===== config.mk =====
export PLATFORM = sky130hd
export DESIGN_NAME = cmd_ctrl
export DESIGN_NICKNAME = d
export VERILOG_FILES = /design/src/rtl/cmd_ctrl.sv
export SDC_FILE = /design/constraint.sdc
export NUM_CORES = 1
export LEC_CHECK = 0
export BUFFER_PORTS_ARGS = -buffer_cell sky130_fd_sc_hd__buf_2
export CORE_MARGIN = 2
export CORE_UTILIZATION = 59
export CTS_CLUSTER_DIAMETER = 100
export DETAILED_ROUTE_END_ITERATION = 8
export HOLD_SLACK_MARGIN = 0.08
export PLACE_DENSITY_LB_ADDON = 0.1
export SYNTH_ARGS = -nofsm -noshare
export SYNTH_HDL_FRONTEND = slang
export SYNTH_SLANG_ARGS = --single-unit
export TNS_END_PERCENT = 30

===== constraint.sdc =====
create_clock -name clk -period 3.99 [get_ports clk]
set_input_delay 0.9975 -clock clk [delete_from_list [all_inputs] [get_ports clk]]
set_output_delay 0.9975 -clock clk [all_outputs]
set_load 0.05 [all_outputs]

===== src/rtl/cmd_ctrl.sv =====
// cmd_ctrl: SD/MMC-style CMD line controller.
// Serialises a 48-bit command frame (start, transmission bit, index, argument,
// CRC7, end bit) onto the CMD line, optionally waits for and receives a
// 48-bit response, validates it, then inserts NCC idle clocks before done.
//
// Ports:
//   clk          rising-edge clock
//   rst          asynchronous active-low reset
//   start        command request, sampled only while busy=0
//   cmd_index    6-bit command index (captured on accepted start)
//   cmd_arg      32-bit command argument (captured on accepted start)
//   resp_en      1 = expect a 48-bit response
//   resp_crc_en  1 = check response CRC7 (0 for R3)
//   busy         transaction in progress
//   done         one-cycle completion pulse
//   resp         response bits 45..8
//   crc_err      response CRC, transmission-bit or end-bit fault
//   timeout      no response start bit within NCR_MAX clocks
//   cmd_o        serial command data to the line driver
//   cmd_oe       line output enable to the driver
//   cmd_i        serial CMD line input from the driver
module cmd_ctrl #(
    parameter int unsigned NCR_MAX = 64,
    parameter int unsigned NCC     = 8
) (
    input  logic        clk,
    input  logic        rst,
    input  logic        start,
    input  logic [5:0]  cmd_index,
    input  logic [31:0] cmd_arg,
    input  logic        resp_en,
    input  logic        resp_crc_en,
    output logic        busy,
    output logic        done,
    output logic [37:0] resp,
    output logic        crc_err,
    output logic        timeout,
    output logic        cmd_o,
    output logic        cmd_oe,
    input  logic        cmd_i
);

    localparam int unsigned CNT_A   = (NCR_MAX > 48) ? NCR_MAX : 48;
    localparam int unsigned CNT_TOP = (NCC > CNT_A) ? NCC : CNT_A;
    localparam int unsigned CW      = $clog2(CNT_TOP + 1);

    typedef enum logic [2:0] {
        IDLE,
        SEND,
        WAIT,
        RECV,
        CHECK,
        GAP,
        DONE
    } state_t;

    state_t        state, state_d;
    logic [CW-1:0] cnt, cnt_d;
    logic [47:0]   tx, tx_d;
    logic [47:0]   rx, rx_d;
    logic [37:0]   resp_q, resp_d;
    logic          err_q, err_d;
    logic          to_q, to_d;
    logic          ren_q, ren_d;
    logic          cen_q, cen_d;
    logic [39:0]   hdr;

    // CRC7, polynomial x^7 + x^3 + 1, zero seed, processed MSB first.
    function automatic logic [6:0] crc7(input logic [39:0] din);
        logic [6:0]  c;
        logic [39:0] d;
        logic        fb;
        c = '0;
        d = din;
        for (int unsigned i = 0; i < 40; i++) begin
            fb = d[39] ^ c[6];
            c  = {c[5:0], 1'b0};
            if (fb) begin
                c = c ^ 7'h09;
            end
            d = {d[38:0], 1'b0};
        end
        return c;
    endfunction

    assign hdr = {2'b01, cmd_index, cmd_arg};

    always_ff @(posedge clk or negedge rst) begin
        if (!rst) begin
            state  <= IDLE;
            cnt    <= '0;
            tx     <= '1;
            rx     <= '0;
            resp_q <= '0;
            err_q  <= 1'b0;
            to_q   <= 1'b0;
            ren_q  <= 1'b0;
            cen_q  <= 1'b0;
        end else begin
            state  <= state_d;
            cnt    <= cnt_d;
            tx     <= tx_d;
            rx     <= rx_d;
            resp_q <= resp_d;
            err_q  <= err_d;
            to_q   <= to_d;
            ren_q  <= ren_d;
            cen_q  <= cen_d;
        end
    end

    always_comb begin
        state_d = state;
        cnt_d   = cnt;
        tx_d    = tx;
        rx_d    = rx;
        resp_d  = resp_q;
        err_d   = err_q;
        to_d    = to_q;
        ren_d   = ren_q;
        cen_d   = cen_q;

        busy    = 1'b1;
        done    = 1'b0;
        cmd_oe  = 1'b0;
        cmd_o   = 1'b1;

        case (state)
            IDLE, DONE: begin
                busy = 1'b0;
                if (state == DONE) begin
                    done    = 1'b1;
                    state_d = IDLE;
                end
                if (start) begin
                    tx_d    = {hdr, crc7(hdr), 1'b1};
                    ren_d   = resp_en;
                    cen_d   = resp_crc_en;
                    err_d   = 1'b0;
                    to_d    = 1'b0;
                    cnt_d   = '0;
                    state_d = SEND;
                end
            end

            SEND: begin
                cmd_oe = 1'b1;
                cmd_o  = tx[47];
                tx_d   = {tx[46:0], 1'b1};
                if (cnt == CW'(47)) begin
                    cnt_d   = '0;
                    state_d = ren_q ? WAIT : GAP;
                end else begin
                    cnt_d = cnt + CW'(1);
                end
            end

            WAIT: begin
                // A start bit on the final permitted cycle still wins over timeout.
                if (!cmd_i) begin
                    rx_d    = {rx[46:0], cmd_i};
                    cnt_d   = '0;
                    state_d = RECV;
                end else if (cnt == CW'(NCR_MAX - 1)) begin
                    to_d    = 1'b1;
                    cnt_d   = '0;
                    state_d = GAP;
                end else begin
                    cnt_d = cnt + CW'(1);
                end
            end

            RECV: begin
                rx_d = {rx[46:0], cmd_i};
                if (cnt == CW'(46)) begin
                    cnt_d   = '0;
                    state_d = CHECK;
                end else begin
                    cnt_d = cnt + CW'(1);
                end
            end

            CHECK: begin
                resp_d  = rx[45:8];
                err_d   = rx[46] | ~rx[0] |
                          (cen_q & (rx[7:1] != crc7(rx[47:8])));
                cnt_d   = '0;
                state_d = GAP;
            end

            GAP: begin
                if (cnt == CW'(NCC - 1)) begin
                    cnt_d   = '0;
                    state_d = DONE;
                end else begin
                    cnt_d = cnt + CW'(1);
                end
            end

            default: begin
                state_d = IDLE;
            end
        endcase
    end

    assign resp    = resp_q;
    assign crc_err = err_q;
    assign timeout = to_q;

endmodule


==> impl_metrics.toml <==
[sta]
max_slew_margin = 0.237
rsz0062_at_grt = "no"
fin_ws_ns = 0.701
fin_crit_sh = 0.824
hold_viol = 0
maxSlewViolCount = 0
setup_viol = 0
timing.setup.tns_ns = 0
finClkSkew_ns = 0.00499
layout_min_cycle_time_ns = 3.29
fmax_mhz = 304
worst_pin_slew_ns = 1.13

[clock_network]
cts_tree = "built"
clk_latency_ns = 0.42
numCtsBuffers = 17
post_cts_buffers = 0
cts_num_sinks = 147
ctsHtreeMaxLevel = 4
cts_hold_buf = 0
clk_path_buf_depth = 2
cts.repair.resized = 0
cts.clk_slew.worst_paths_ns = 0.06
cts_root_buffer = "clkbuf_16"

[yosys]
yosysMostFrequentCell = "dfrtp_1"
synth-edff-count = 0
async_flop_share = 1.00
synth_area_leader_cell = "dfrtp_1"
ys_seq_elements = 147
syn_inst = 641
synth.distinct_cells = 44
yosys_most_used_dff = "dfrtp_1"
synthTopCellsByArea = "dfrtp_1, dfstp_2, mux2_2, xnor2_1, xnor3_1"
syn_area_per_cell_um2 = 12.0
synth_area_um2 = 7690
ys_seq_area_frac = 0.486
synth_commonest_cells = "dfrtp_1, mux2_2, nand2_1"
synth_top_area_share = 0.325
synth_nets = 688
yosys_warnings = 0

[global_routing]
grt_overflow_total = 0
track_usage = 0.231
grt_pass1_vias = 5057
antenna_found_initial = 0
grt_max_degree = 115
grt_first_pass_wirelength_mm = 25.6

[die]
die-area_um2 = 14000
initial_core_util = 0.607
ios = 88
die_w_um = 118
die_y_um = 118
coreArea_um2 = 12700
rows = 41

[drt]
firstDrtPassIters = 7
viasPerCell = 5.60
route.detailed.drc = 0
post_drt_wl_per_cell_um = 16.6
num_vias = 5103
ant_nets = 0
initialDrtViolationCount = 392
wirelength_mm = 15.1

[layout]
instances_no_fill = 911
seq_area_um2 = 3740
nFillCells = 943
final_area_um2 = 8890
diodes = 0
drive_gt1_frac = 0.371
nets = 774
multi_input_area_um2 = 3830
syn_to_final_growth_pct = 15.6

[place]
dp.cells = 880
portBuffers = 87
post-dp-hpwl_mm = 10.4
gp_congestion = 0.851
dpl_cell_area_um2 = 8310
place_ws_ns = 0.627

[critical_path]
max_stage_delay_ns = 0.51
cp_max_fo = 6
crit_top_cell = "xnor2_1"
worstSetupPathType = "reg2reg"
crit_chain = "xnor3_2, xnor2_1, xnor2_1, xor2_1, xor3_1, or3_1, a2111oi_2, a21oi_1"
regToRegStartpoint = "rx[43]"
start_kind = "flop"
critical_path_required_ns = 4.29
crit_arrival_ns = 3.59
slowest_stage = "xnor3_2"
critPathLaunch = "rx[43]"
cp-end-kind = "flop"

[power_and_ir_drop]
power.density_nw_per_um2 = 658
irDropWorstVdd_mv = 0.396
p_leak_uw = 0.00437

[hold_path]
hold_class = "reg2reg"
hold_start = "tx[19]"

[status]
status = "finished, final reports clean"

[flow_run]
cap_viol_max_count = 0
[worst max-delay path, delay by kind of cell, from the launching register on]
family | cells | cell delay (ns)
AOI/OAI and AO/OA | 2 | 0.51
and+or+nand+nor | 1 | 0.37
DFF | 1 | 0.45
xor gates and xnor gates | 5 | 1.84
[placed cells by master (no fill, tap or decap), types with 2 or more instances in the layout]
cell	count
a22oi_1	34
buf_2	86
nor2_1	34
buf_4	8
nor3b_1	2
xnor3_4	2
xnor3_2	7
o31ai_1	6
o21ai_0	16
bufinv_16	3
or3_1	3
o22ai_1	13
mux2i_1	2
xnor3_1	17
clkinv_1	3
nor4_1	2
or2_2	2
xor2_1	27
a21oi_1	16
nor2b_1	3
dfstp_2	47
nand2_1	80
nor3_1	3
xnor2_1	75
nand2b_1	5
nand3_1	5
inv_1	6
clkinv_2	4
ha_1	3
dfrtp_1	100
clkbuf_16	17
mux2_2	84
[sequential cells by signal (all words and copies together), names as in the netlist]
register,flops
cnt,7
ren_q,1
cen_q,1
rx,48
crc_err,1
timeout,1
resp,38
tx,47
state,3
[worst paths after layout]
check,slack [ns],cells past startpoint,endpoint
worst max register to register,0.70,8,crc_err
worst min-delay path,0.46,2,tx[19]
max in group asynchronous,2.37,2,tx[19]
worst max-delay path,0.70,8,crc_err
worst min register to register,0.46,2,tx[19]
min in group asynchronous,0.70,1,rx[31]
[power breakdown]
part	internal (uW)	switching, uW	leakage (uW)
clock network	985	597	0.000285
registers	1980	232	0.00187
logic	870	1190	0.00221
total	3840	2010	0.00437
[per-stage QoR]
stage,util,total power (uW),hold slack (ns)
after floorplan,-,3820,0.439
after global placement,0.656,4180,0.446
after detailed placement,0.656,4280,0.450
after CTS,0.702,5880,0.459
after global routing,0.702,6210,0.476
final,0.702,5850,0.459
[cell families (layout without fill, tap and decap cells)]
logic type | Yosys count | count (layout) | share of synthesized area
adder cells (fa/ha/maj) | 3 | 3 | 0.00488
AND/OR/NAND/NOR | 148 | 148 | 0.0835
multiplexers | 86 | 86 | 0.126
XOR/XNOR | 132 | 132 | 0.205
buffers and inverters | 34 | 132 | 0.0179
flip-flops | 147 | 147 | 0.486
AO/OA/AOI/OAI | 91 | 91 | 0.0773
[layer usage]
metal	up-vias	track usage	part of all wire
li1	2395	-	-
met1	2546	0.337	0.47
met2	136	0.345	0.47
met3	26	0.0487	0.041
met4	0	0.0813	0.017
met5	-	0	0
[layout make-up]
cell class / instances / share of cell area
clock buffer: 19 / 0.0498
inverter: 6 / 0.00253
multi-input combinational: 460 / 0.431
tap: 172 / 0.0242
timing repair buffer: 95 / 0.0564
clock inverter: 12 / 0.0155
sequential: 147 / 0.420
(Power assumes the default switching activity.)
